[src/rtl/uart_pkg.sv]
// Shared types and constants for the UART blocks.
package uart_pkg;

    localparam int CLKS_PER_BIT_115200_30MHZ = 260;
    localparam int UART_DATA_BITS            = 8;

    typedef enum logic [2:0] {
        IDLE,
        START,
        DATA,
        PARITY,
        STOP,
        BREAK
    } uart_rx_state_e;

endpackage

[src/rtl/uart_sync2.sv]
// Two-flop synchroniser for an asynchronous single-bit input, with a
// configurable reset value so idle-high and idle-low lines both come up quiet.
module uart_sync2 #(
    parameter logic RESET_VAL = 1'b1
) (
    input  logic clk,
    input  logic reset,
    input  logic d,
    output logic q
);

    logic meta;

    always_ff @(posedge clk) begin
        if (reset) begin
            meta <= RESET_VAL;
            q    <= RESET_VAL;
        end else begin
            meta <= d;
            q    <= meta;
        end
    end

endmodule

[src/rtl/uart_receiver.sv]
// 8N1 UART receiver with a one-entry valid/ready holding register.
// Define UART_RX_PARITY_EN to add a parity bit (polarity via PARITY_ODD).
module uart_receiver
    import uart_pkg::*;
#(
    parameter int CLKS_PER_BIT = CLKS_PER_BIT_115200_30MHZ
`ifdef UART_RX_PARITY_EN
    , parameter bit PARITY_ODD = 1'b0
`endif
) (
    input  logic       clk,
    input  logic       reset,
    input  logic       rx,
    output logic [7:0] rx_data,
    output logic       rx_valid,
    input  logic       rx_ready,
    output logic       frame_err,
    output logic       overrun_err,
    output logic       parity_err,
    output logic       busy
);

    localparam int CNT_W = $clog2(CLKS_PER_BIT);
    localparam logic [CNT_W-1:0] BIT_RELOAD  = CNT_W'(CLKS_PER_BIT - 1);
    localparam logic [CNT_W-1:0] HALF_RELOAD = CNT_W'(CLKS_PER_BIT / 2 - 1);
    localparam logic [2:0]       LAST_BIT    = 3'(UART_DATA_BITS - 1);

    uart_rx_state_e             state, state_nxt;
    logic [CNT_W-1:0]           cnt, cnt_nxt;
    logic [2:0]                 bit_idx, bit_idx_nxt;
    logic [UART_DATA_BITS-1:0]  shift, shift_nxt;
    logic                       stop_ok, stop_ok_nxt;
    logic                       stop_bad, stop_bad_nxt;
    logic                       rxs;
    logic                       tick;

    uart_sync2 #(.RESET_VAL(1'b1)) u_sync (
        .clk   (clk),
        .reset (reset),
        .d     (rx),
        .q     (rxs)
    );

    assign tick = (cnt == '0);
    assign busy = (state != IDLE);

`ifdef UART_RX_PARITY_EN
    logic perr_flag, perr_flag_nxt;
`endif

    always_ff @(posedge clk) begin
        if (reset) begin
            state    <= IDLE;
            cnt      <= '0;
            bit_idx  <= '0;
            shift    <= '0;
            stop_ok  <= 1'b0;
            stop_bad <= 1'b0;
`ifdef UART_RX_PARITY_EN
            perr_flag <= 1'b0;
`endif
        end else begin
            state    <= state_nxt;
            cnt      <= cnt_nxt;
            bit_idx  <= bit_idx_nxt;
            shift    <= shift_nxt;
            stop_ok  <= stop_ok_nxt;
            stop_bad <= stop_bad_nxt;
`ifdef UART_RX_PARITY_EN
            perr_flag <= perr_flag_nxt;
`endif
        end
    end

    always_comb begin
        state_nxt    = state;
        cnt_nxt      = cnt;
        bit_idx_nxt  = bit_idx;
        shift_nxt    = shift;
        stop_ok_nxt  = 1'b0;
        stop_bad_nxt = 1'b0;
`ifdef UART_RX_PARITY_EN
        perr_flag_nxt = perr_flag;
`endif
        case (state)
            IDLE: begin
                if (!rxs) begin
                    state_nxt = START;
                    cnt_nxt   = HALF_RELOAD;
                end
            end
            START: begin
                if (!tick) begin
                    cnt_nxt = cnt - CNT_W'(1);
                end else if (!rxs) begin
                    state_nxt   = DATA;
                    cnt_nxt     = BIT_RELOAD;
                    bit_idx_nxt = '0;
                end else begin
                    state_nxt = IDLE;
                end
            end
            DATA: begin
                if (!tick) begin
                    cnt_nxt = cnt - CNT_W'(1);
                end else begin
                    shift_nxt   = {rxs, shift[UART_DATA_BITS-1:1]};
                    cnt_nxt     = BIT_RELOAD;
                    bit_idx_nxt = bit_idx + 3'd1;
                    if (bit_idx == LAST_BIT) begin
`ifdef UART_RX_PARITY_EN
                        state_nxt = PARITY;
`else
                        state_nxt = STOP;
`endif
                    end
                end
            end
`ifdef UART_RX_PARITY_EN
            PARITY: begin
                if (!tick) begin
                    cnt_nxt = cnt - CNT_W'(1);
                end else begin
                    // Mismatch when data XOR parity bit disagrees with the configured polarity
                    perr_flag_nxt = rxs ^ (^shift) ^ PARITY_ODD;
                    cnt_nxt       = BIT_RELOAD;
                    state_nxt     = STOP;
                end
            end
`endif
            STOP: begin
                if (!tick) begin
                    cnt_nxt = cnt - CNT_W'(1);
                end else if (rxs) begin
                    stop_ok_nxt = 1'b1;
                    state_nxt   = IDLE;
                end else begin
                    stop_bad_nxt = 1'b1;
                    state_nxt    = BREAK;
                end
            end
            BREAK: begin
                if (rxs) state_nxt = IDLE;
            end
            default: state_nxt = IDLE;
        endcase
    end

    // Holding register: a new byte wins over a same-cycle acceptance of the old one.
    always_ff @(posedge clk) begin
        if (reset) begin
            rx_data     <= '0;
            rx_valid    <= 1'b0;
            frame_err   <= 1'b0;
            overrun_err <= 1'b0;
        end else begin
            frame_err   <= stop_bad;
            overrun_err <= 1'b0;
            if (stop_ok && (!rx_valid || rx_ready)) begin
                rx_data  <= shift;
                rx_valid <= 1'b1;
            end else begin
                if (rx_valid && rx_ready) rx_valid <= 1'b0;
                if (stop_ok) overrun_err <= 1'b1;
            end
        end
    end

`ifdef UART_RX_PARITY_EN
    always_ff @(posedge clk) begin
        if (reset) parity_err <= 1'b0;
        else       parity_err <= stop_ok & perr_flag;
    end
`else
    assign parity_err = 1'b0;
`endif

endmodule

[config.mk]
export PLATFORM = sky130hd
export DESIGN_NAME = uart_receiver
export DESIGN_NICKNAME = d
export VERILOG_FILES = /design/src/rtl/uart_pkg.sv /design/src/rtl/uart_sync2.sv /design/src/rtl/uart_receiver.sv
export SDC_FILE = /design/constraint.sdc
export NUM_CORES = 1
export LEC_CHECK = 0
export CAP_MARGIN = 20
export CELL_PAD_IN_SITES_DETAIL_PLACEMENT = 1
export CELL_PAD_IN_SITES_GLOBAL_PLACEMENT = 2
export CORE_MARGIN = 2
export CORE_UTILIZATION = 36
export DETAILED_ROUTE_END_ITERATION = 8
export MAX_ROUTING_LAYER = met4
export PLACE_DENSITY_LB_ADDON = 0.25
export SYNTH_ARGS = -nofsm -noshare
export SYNTH_HDL_FRONTEND = slang
export SYNTH_SLANG_ARGS = --single-unit
[constraint.sdc]
create_clock -name clk -period 3.1 [get_ports clk]
set_clock_uncertainty 0.1 [all_clocks]
set_input_delay 0.62 -clock clk [delete_from_list [all_inputs] [get_ports clk]]
set_output_delay 0.62 -clock clk [all_outputs]
set_load 0.005 [all_outputs]
Word level (Yosys, flattened, before mapping)
Cells that the tools add are included.
- add/sub/neg operators: 2
- multiplexer cells: 24
- bitwise gates (word level): 2
- reductions and logical operators: 16
- equal/unequal tests: 14
- operators by type and width (cell ; number):
    $mux 9 ; 5
    $pmux 9 s4 ; 1
    $mux 3 ; 10
    $pmux 3 s5 ; 1
    $ne 2x2->1 const B ; 7
    $eq 3x3->1 const B ; 3
    $logic_not 9->1 ; 1
    $sub 9x1->9 const B ; 1
    $reduce_and 4->1 ; 2
    $pmux 3 s2 ; 1
    $reduce_and 6->1 ; 1
    $mux 1 ; 5
    $reduce_bool 2->1 ; 2
    $reduce_bool 4->1 ; 1
    $add 3x1->3 const B ; 1
    $eq 3x1->1 const B ; 1
    $eq 3x2->1 const B ; 1
    $logic_not 3->1 ; 1
    $ne 3x3->1 const B ; 1
    $reduce_bool 3->1 ; 1
    $reduce_or 3->1 ; 1
    $logic_and 1x1->1 ; 2
    $mux 2 ; 1
    $ne 2x1->1 const B ; 1
    5 further kinds ; 6
- word-level logic and storage cells: 70
- output and inout bits: 13
- register bits after elaboration: 38

Logic depth before layout (Yosys ltp)
Gate-level depths: netlist (run 1).
- depth after elaboration: 4
- mapped depth: 9
- mapped depth without buffers: 7

Hierarchy
Synthesis (run 1) repeated with hierarchy kept, for this count alone.
- cell total of the unflattened synthesis: 188
- area, all modules: 1769.2 µm²
- modules (own cells, without submodules) (module ; cells each ; instances ; area an instance (µm²) ; seq. area each (µm²)):
    uart_receiver ; 184 ; 1 ; 1716.6 ; 720.7
    uart_sync2 ; 4 ; 1 ; 52.6 ; 40.0

Worst setup path before layout (run 1)
OpenSTA, ideal clock, no wires.
- kind: register to register
- start point: register cnt[0]
- end point: register cnt[3]
- arrival time: 1.786 ns
- cell stages (with the launch flop): 9
- clock period less this slack: 1.960 ns
- path slack: 1.140 ns
- buffers on the path: 1
- required time: 2.926 ns
- path through: dfxtp_1 > inv_1 > ha_1 > nor4b_2 > and2_1 > buf_2 > or2_1 > or3_2 > o21ai_0
- word-level cells in the longest chain between the ends: 3
- RTL lines (what ; line ; text):
    start, declared ; uart_receiver.sv:29 ; logic [CNT_W-1:0] cnt, cnt_nxt;
    start signal, assigned ; uart_receiver.sv:64 ; cnt <= cnt_nxt;
    $sub 9x1->9 or $logic_not 9->1 (tied branches) ; n/a ;
    $mux 9 (tied with other cells) ; uart_receiver.sv:132 ; if (!tick) begin
    $pmux 9 s4 or $reduce_and 4->1 (tied branches) ; n/a ;
Several ways; a longest one is shown, not always the timed one. The select of a mux whose other input is x is not followed.
A chain may end at the register's enable or synchronous reset.

Worst setup path in the final report (run 1)
- start point: register cnt[0]
- end point: register cnt[7]
Same word-level chain as after synthesis.

==> impl_metrics.ini, run 1 <==
[detailed_routing]
vias = 1524
ant_nets = 0
vias_per_cell = 5.71
drt_iter0_markers = 64
drcViolationCount = 0
wl_per_cell_um = 16.1
first_pass_iters = 4
wl_mm = 4.30

[grt]
grt_overflow = 0
grt_pass1_wl_mm = 7.02
grt_usage = 0.177
antenna_found_initial = 0
grt_pass1_vias = 1479
grt_max_degree = 26

[finish]
area_delta_synth_final_pct = 18.6
finalNetCount = 219
fin_cells = 267
drive_gt1_frac = 0.0986
utilization = 0.436
antennaDiodeCount = 0
final_cell_area_um2 = 2020

[critical_path]
startpoint_type = flop
cp_slowest_cell = and2_1
crit_arrival_ns = 2.75
cp-end-kind = flop
critical_path_class = reg -> reg
cp.required_ns = 3.16
path_max_fanout = 18
max_stage_delay_ns = 0.65
path_cells = inv_1, ha_1, nor4b_2, and2_1, o21ai_0, a32oi_1, o31ai_1

[synthesis]
synthAdderAreaFrac = 0.0220
synthFlopType = dfxtp_1
synth_common_cells = dfxtp_1 (38), a21oi_1 (21), nand2_1 (19)
synth-edff-count = 0
synth-compound-area-share = 0.168
yosysSeqAreaShare = 0.447
async_flop_share = 0
synth_mux_area_frac = 0.0470
synth_top_area_cell = dfxtp_1
syn_inst = 201
synth_xor_area_frac = 0.00514
synth_top_family_by_area = simple AND/OR/NAND/NOR gates
ys_ff_latch = 38
yosysMostFrequentCell = dfxtp_1
syn_area_um2 = 1700
ys_warn_count = 0
synth_cell_types = 46
yosys-top-cells-area = dfxtp_1 (45%), a21oi_1 (6.2%), mux2i_1 (4.7%)
syn_nets = 208
synth.top_cell.area_share = 0.447
syn_area_per_cell_um2 = 8.47
yosys.area_share.simple = 0.257

[cts]
clk_path_buf_depth = 2
cts.sinks = 38
root_buffer = clkbuf_8
cts_tree = done
postCtsHoldBufs = 0
cts.repair.resized = 0
clkTransAtPathRegs_ns = 0.07
htree_levels = 2
worstSkewPairLatency_ns = 0.29
cts_made_buffers = 5
postCtsSetupBuffers = 0

[placement]
placed_cell_area_um2 = 1880
port_buffers = 15
dp.cells = 259
routabilityCongestion = 0.759
hpwl_mm = 3.02

[timing]
fmax_ghz = 0.372
maxSlewHeadroom = 0.440
setup-tns-final_ns = 0
setup_viol = 0
whs_ns = 0.316
rsz0062_at_grt = false
worst_pin_slew_ns = 0.837
period_share = 0.867
hold_viol = 0
fin_crit_ns = 2.69
slew_violations = 0

[power_and_ir_drop]
p_leak_nw = 0.795
power_density_nw_per_um2 = 589
max-vdd-ir-drop_mv = 0.224

[floorplan]
core_area_um2 = 4630
rows = 25
io-pin-count = 17
die_y_um = 72.8
die_area_um2 = 5300
initial_core_util = 0.368
dieWidth_um = 72.8

[run_status]
status = complete, no violations

[min_path]
hold_class = reg -> reg

[job]
cap_violations = 0
power by group:
group          switching, W  internal [W]  leakage, nW
sequential        0.0000160      0.000500        0.307
combinational      0.000109     0.0000515        0.416
clock              0.000172      0.000343       0.0714
total              0.000296      0.000894        0.795
state kept, by name (all words and copies together), names as in the netlist:
register     count
bit_idx          3
cnt              9
frame_err        1
overrun_err      1
rx_data          8
rx_valid         1
shift            8
state            3
stop_bad         1
stop_ok          1
u_sync.meta      1
u_sync.q         1
per-layer routing:
layer / routed length (um) / part of all wire / GRT usage / up-vias
li1: - / - / - / 735
met1: 2010 / 0.47 / 0.215 / 753
met2: 2070 / 0.48 / 0.278 / 28
met3: 138 / 0.032 / 0.0470 / 8
met4: 82 / 0.019 / 0.0782 / 0
met5: 0 / 0 / - / -
cells in the final DEF, fill, tap and decap left out, drive strengths merged, types with 2 or more instances in the layout:
cell type,count
a211oi,2
a21oi,21
a31oi,3
a32oi,4
and3,2
and4,2
buf,2
bufinv,2
clkbuf,6
clkdlybuf4s50,15
dfxtp,38
ha,3
inv,8
mux2i,8
nand2,19
nand2b,2
nand3,12
nor2,18
nor3,5
nor3b,3
nor4,3
o21ai,7
or2,4
or3,4
or4,3
through the flow:
stage | total power [W] | setup slack, ns
after detailed placement | 0.000684 | 0.472
after CTS | 0.00121 | 0.468
after floorplan | 0.000643 | 1.14
after global placement | 0.000672 | 0.662
final | 0.00119 | 0.412
after global routing | 0.00124 | 0.177
cell families after synthesis:
logic type	Yosys count
other	1
multiplexers	8
flip-flops	38
AND/OR/NAND/NOR	83
XOR/XNOR	1
buffers and inverters	21
AO/OA/AOI/OAI	46
adder cells (fa/ha/maj)	3
area by class of cell:
| class | instances | area (um^2) |
|---|---|---|
| Fill cell | 551 | 2610 |
| Multi-Input combinational cell | 142 | 853 |
| Sequential cell | 38 | 761 |
| Timing Repair Buffer | 17 | 165 |
| Clock buffer | 6 | 82.6 |
| Tap cell | 54 | 67.6 |
| Clock inverter | 2 | 60.1 |
| Inverter | 8 | 30.0 |
final timing paths:
| kind | from | to | slack [ns] | depth (start not counted) |
|---|---|---|---|---|
| min | u_sync.meta | u_sync.q | 0.32 | 1 |
| max | cnt[0] | cnt[7] | 0.41 | 7 |
| max reg2reg | cnt[0] | cnt[7] | 0.41 | 7 |
| min reg2reg | u_sync.meta | u_sync.q | 0.32 | 1 |
worst max-delay path, delay by kind of cell, from the launching register on:
| family | cells | cell delay (ns) |
|---|---|---|
| buffers and inverters | 1 | 0.09 |
| AO/OA/AOI/OAI | 3 | 0.92 |
| adder cells (fa/ha/maj) | 1 | 0.19 |
| AND/OR/NAND/NOR | 2 | 0.94 |
| flip-flops | 1 | 0.32 |
Power figures use the tool's default switching activity.
==> run 2, diff against run 1 <==
- CORE_UTILIZATION: 36 -> 40
- CTS_CLUSTER_SIZE: unset -> 28
- DONT_BUFFER_PORTS: unset -> 1
==> run 2 against run 1 <==
Net effect:
- critical path depth is the same
- sequential cell count unchanged
- routed wire length is 12% lower
- die area down 9.5%
- combinational power is 14% lower
- global-route usage shrank 0.64 points
- clock power is 31% lower
- power is 15% lower
- worst setup slack gained 0.21 ns
- hold slack worse by 0.010 ns
- design area fell by 10%
- critical path type unchanged
==> impl_metrics.ini, run 2 (synthesized netlist as in run 1, its figures left out) <==
[run_status]
status = complete, no violations

[detailed_routing]
drcViolationCount = 0
wl_met2_mm = 1.77
wl_per_cell_um = 15.4
wl_met3_um = 92
wl_met1_mm = 1.90
vias_per_cell = 5.62
vias = 1389
top_layer_used = met4
wl_mm = 3.81
drt_iter0_markers = 57
first_pass_iters = 4
ant_nets = 0

[placement]
hpwl_mm = 2.63
port_buffers = 0
routabilityCongestion = 0.811

[grt]
grt_max_degree = 39
grt_usage = 0.171
grt_pass1_wl_mm = 6.53
grt_pass1_vias = 1391
grt_overflow = 0
antenna_found_initial = 0

[timing]
setup-tns-final_ns = 0
period_share = 0.799
fin_crit_ns = 2.48
hold_viol = 0
rsz0062_at_grt = false
maxSlewHeadroom = 0.392
fmax_ghz = 0.404
slew_violations = 0
setup_viol = 0
worst_pin_slew_ns = 0.905

[finish]
fillers = 488
layout_commonest_cell = dfxtp_1
drive_gt1_frac = 0.102
final_cell_mix = dfxtp_1 (38), a21oi_1 (21), nand2_1 (19), nor2_1 (18), nand3_1 (12)
top_register = cnt
area_delta_synth_final_pct = 6.25
antennaDiodeCount = 0
finalNetCount = 203
largest_reg_flops = 9
reg_top3 = cnt (9), rx_data (8), shift (8)

[power_and_ir_drop]
power_density_nw_per_um2 = 557
max-vdd-ir-drop_mv = 0.206
p_leak_nw = 0.715
p_total_w = 0.00101

[critical_path]
cp-end-kind = flop
crit_arrival_ns = 2.55
max_stage_delay_ns = 0.56
critical_path_class = reg -> reg
timing.rr.start = cnt[0]
startpoint = cnt[0]
path_cells = inv_1, ha_1, nor4b_2, and2_1, o21ai_0, a32oi_1, o31ai_1
startpoint_type = flop
worst_path_dominant_cell_family = compound AO/OA/AOI/OAI gates
cp_slowest_cell = and2_1
path_max_fanout = 18
cp.required_ns = 3.17
crit_buf_inv = 1

[floorplan]
die_y_um = 69.2
die_area_um2 = 4790
rows = 23
dieWidth_um = 69.2
core_area_um2 = 4060
io-pin-count = 17
initial_core_util = 0.420

[cts]
postCtsHoldBufs = 0
worstSkewPairLatency_ns = 0.29
postCtsSetupBuffers = 0
cts_made_buffers = 5
cts_tree = done
root_buffer = clkbuf_8
clkTransAtPathRegs_ns = 0.08
cts.repair.resized = 0
clk_path_buf_depth = 2
cts.sinks = 38
htree_levels = 2

[job]
cap_violations = 0

[min_path]
holdCritStartpoint = reset
hold_class = in -> reg
-- run 2: cell types whose count changed in the layout (fill, tap and decap cells not counted) --
| cell | change |
|---|---|
| clkinvlp_4 | +1 |
| clkdlybuf4s50_1 | -15 |
| buf_4 | -1 |
| clkinv_2 | +1 |
| bufinv_16 | -2 |
-- run 2: layer usage --
| metal | up-vias | GRT usage |
|---|---|---|
| li1 | 706 | - |
| met1 | 665 | 0.215 |
| met2 | 14 | 0.267 |
| met3 | 4 | 0.0349 |
| met4 | 0 | 0.0741 |
| met5 | - | - |
-- run 2: final timing paths --
kind	endpoint	slack (ns)	cells past startpoint
worst max-delay path	cnt[7]	0.62	7
worst min-delay path	cnt[0]	0.31	1
worst max register to register	cnt[7]	0.62	7
worst min register to register	u_sync.q	0.32	1
-- run 2: worst register-to-register path, stage by stage (launching register included) --
cell and delay [ns]:
dfxtp_1 0.33, inv_1 0.10, ha_1 0.19, nor4b_2 0.26
and2_1 0.56, o21ai_0 0.44, a32oi_1 0.30, o31ai_1 0.10
-- run 2: cell type report --
class	instances	area, um^2	share of cell area
clock inverters	2	12.5	0.00692
repair buffers	1	7.51	0.00415
inverters	8	30.0	0.0166
flip-flops and latches	38	761	0.420
multi-input cells	142	853	0.472
well taps	50	62.6	0.0346
clock buffers	6	82.6	0.0456
-- run 2: stage by stage --
step                      instances  setup slack [ns]  area, um^2  utilization  hold slack [ns]
after floorplan                 201              1.14        1700            -            0.289
after global placement          239             0.801        1710        0.422            0.307
after detailed placement        239             0.630        1710        0.422            0.299
after global routing            247             0.359        1810        0.446            0.284
after CTS                       247             0.627        1810        0.446            0.289
final                           247             0.623        1810        0.446            0.306
-- run 2: power by group --
part	internal [W]	switching [W]	total, W
clock	0.000179	0.000177	0.000355
combinational	0.0000461	0.0000914	0.000138
sequential	0.000499	0.0000153	0.000515
==> run 3, diff against run 2 <==
- CORE_UTILIZATION: 40 -> 37
- clock period: 3.1 -> 2.5 ns (I/O delays scaled with it)
==> run 3 against run 2 <==
Net effect:
- hold slack worse by 0.13 ns
- sequential cell count stayed put
- routed wire length is 2.5% higher
- core utilization is 1.8 points lower
- sequential share of layout area is 1.5 points lower
- combinational power is 31% higher
- first-iteration DRC count is 110% higher
- power is 44% higher
- worst setup slack worse by 0.35 ns
- largest power group unchanged
==> impl_metrics.ini, run 3 (synthesized netlist as in run 1, its figures left out) <==
[run_status]
status = complete, no violations

[finish]
antennaDiodeCount = 0
multiInputGateArea_um2 = 853
final_cell_area_um2 = 1880
finalNetCount = 206
largest_reg_flops = 9
drive_gt1_frac = 0.115
seqCellArea_um2 = 761
fillers = 539
reg_top3 = cnt (9), rx_data (8), shift (8)
final_cell_mix = dfxtp_1 (38), a21oi_1 (21), nand2_1 (19), nor2_1 (18), nand3_1 (12)
top_register = cnt
area_delta_synth_final_pct = 10.2
layout_commonest_cell = dfxtp_1

[cts]
postCtsSetupBuffers = 0
htree_levels = 2
clkTransAtPathRegs_ns = 0.08
root_buffer = clkbuf_8
worstSkewPairLatency_ns = 0.29
postCtsHoldBufs = 0
cts_tree = done
cts_made_buffers = 5
clk_path_buf_depth = 2
cts.repair.resized = 0
cts.sinks = 38

[placement]
routabilityCongestion = 0.777
hpwl_mm = 2.71
placed_cell_area_um2 = 1740
port_buffers = 0

[floorplan]
rows = 24
die_area_um2 = 5160
core_area_um2 = 4380
initial_core_util = 0.388
dieWidth_um = 71.8
die_y_um = 71.8
io-pin-count = 17

[grt]
grt_util_met2 = 0.288
grt_overflow = 0
use_met3 = 0.0408
grt_max_degree = 39
gr-usage-met1 = 0.209
grt_busiest_layer = met2
grt_pass1_wl_mm = 6.83
grt_pass1_vias = 1448
antenna_found_initial = 0
grt_usage = 0.172

[min_path]
holdCritStartpoint = reset
hold_class = in -> reg

[detailed_routing]
vias = 1430
first_pass_iters = 4
wl_mm = 3.90
vias_per_cell = 5.67
ant_nets = 0
drcViolationCount = 0
wl_per_cell_um = 15.5
drt_iter0_markers = 118

[timing]
setup_viol = 0
setup-tns-final_ns = 0
maxSlewHeadroom = 0.456
period_share = 0.892
rsz0062_at_grt = false
fmax_ghz = 0.448
fin_crit_ns = 2.23
slew_violations = 0
hold_viol = 0
worst_pin_slew_ns = 0.808

[power_and_ir_drop]
power_density_nw_per_um2 = 771
p_leak_nw = 0.750
max-vdd-ir-drop_mv = 0.223

[critical_path]
critical_path_class = reg -> reg
path_max_fanout = 9
crit_arrival_ns = 2.35
startpoint_type = flop
startpoint = cnt[0]
cp.required_ns = 2.62
timing.rr.start = cnt[0]
cp-end-kind = flop

[job]
cap_violations = 0
-- run 3: cell types whose count changed in the layout (fill, tap and decap cells not counted), sizes merged --
cell and change:
bufinv +2, buf +3, clkinvlp -1, clkbuf -1
-- run 3: per-layer routing --
layer / wire (um) / part of all wire
met1: 1840 / 0.47
met2: 1890 / 0.49
met3: 140 / 0.036
met4: 29 / 0.0074
met5: 0 / 0
-- run 3: layout make-up --
type | instances | area share
tap | 52 | 0.0347
timing repair buffer | 4 | 0.0160
inverter | 8 | 0.0160
sequential | 38 | 0.405
clock inverter | 3 | 0.0367
multi-input combinational | 142 | 0.455
clock buffer | 5 | 0.0367
-- run 3: report_power, final --
group	internal [W]	leakage [nW]	switching, W
Clock	0.000400	0.0683	0.000229
Combinational	0.0000651	0.374	0.000116
Sequential	0.000619	0.307	0.0000191
Total	0.00108	0.750	0.000364
-- run 3: worst paths after layout --
kind,end,slack [ns],depth (start not counted)
max,cnt[3],0.27,7
min,rx_valid,0.17,1
max reg2reg,cnt[3],0.27,7
min reg2reg,u_sync.q,0.32,1
-- run 3: critical path: stages, from the launching register on --
cell and delay (ns):
dfxtp_1 0.36, inv_1 0.09, ha_1 0.22, nor4b_2 0.17
and2_1 0.23, o21ai_0 0.68, a21oi_1 0.13, o21ai_0 0.18
-- run 3: stage by stage --
step	cells	total power [W]	setup slack [ns]	utilization	hold slack (ns)
2_1_floorplan	201	0.000797	0.540	-	0.289
3_3_place_gp	244	0.000824	0.463	0.397	0.302
3_5_place_dp	244	0.000832	0.294	0.397	0.298
4_1_cts	252	0.00147	0.242	0.428	0.162
5_1_grt	252	0.00151	0.0271	0.428	0.163
6_report	252	0.00145	0.270	0.428	0.172
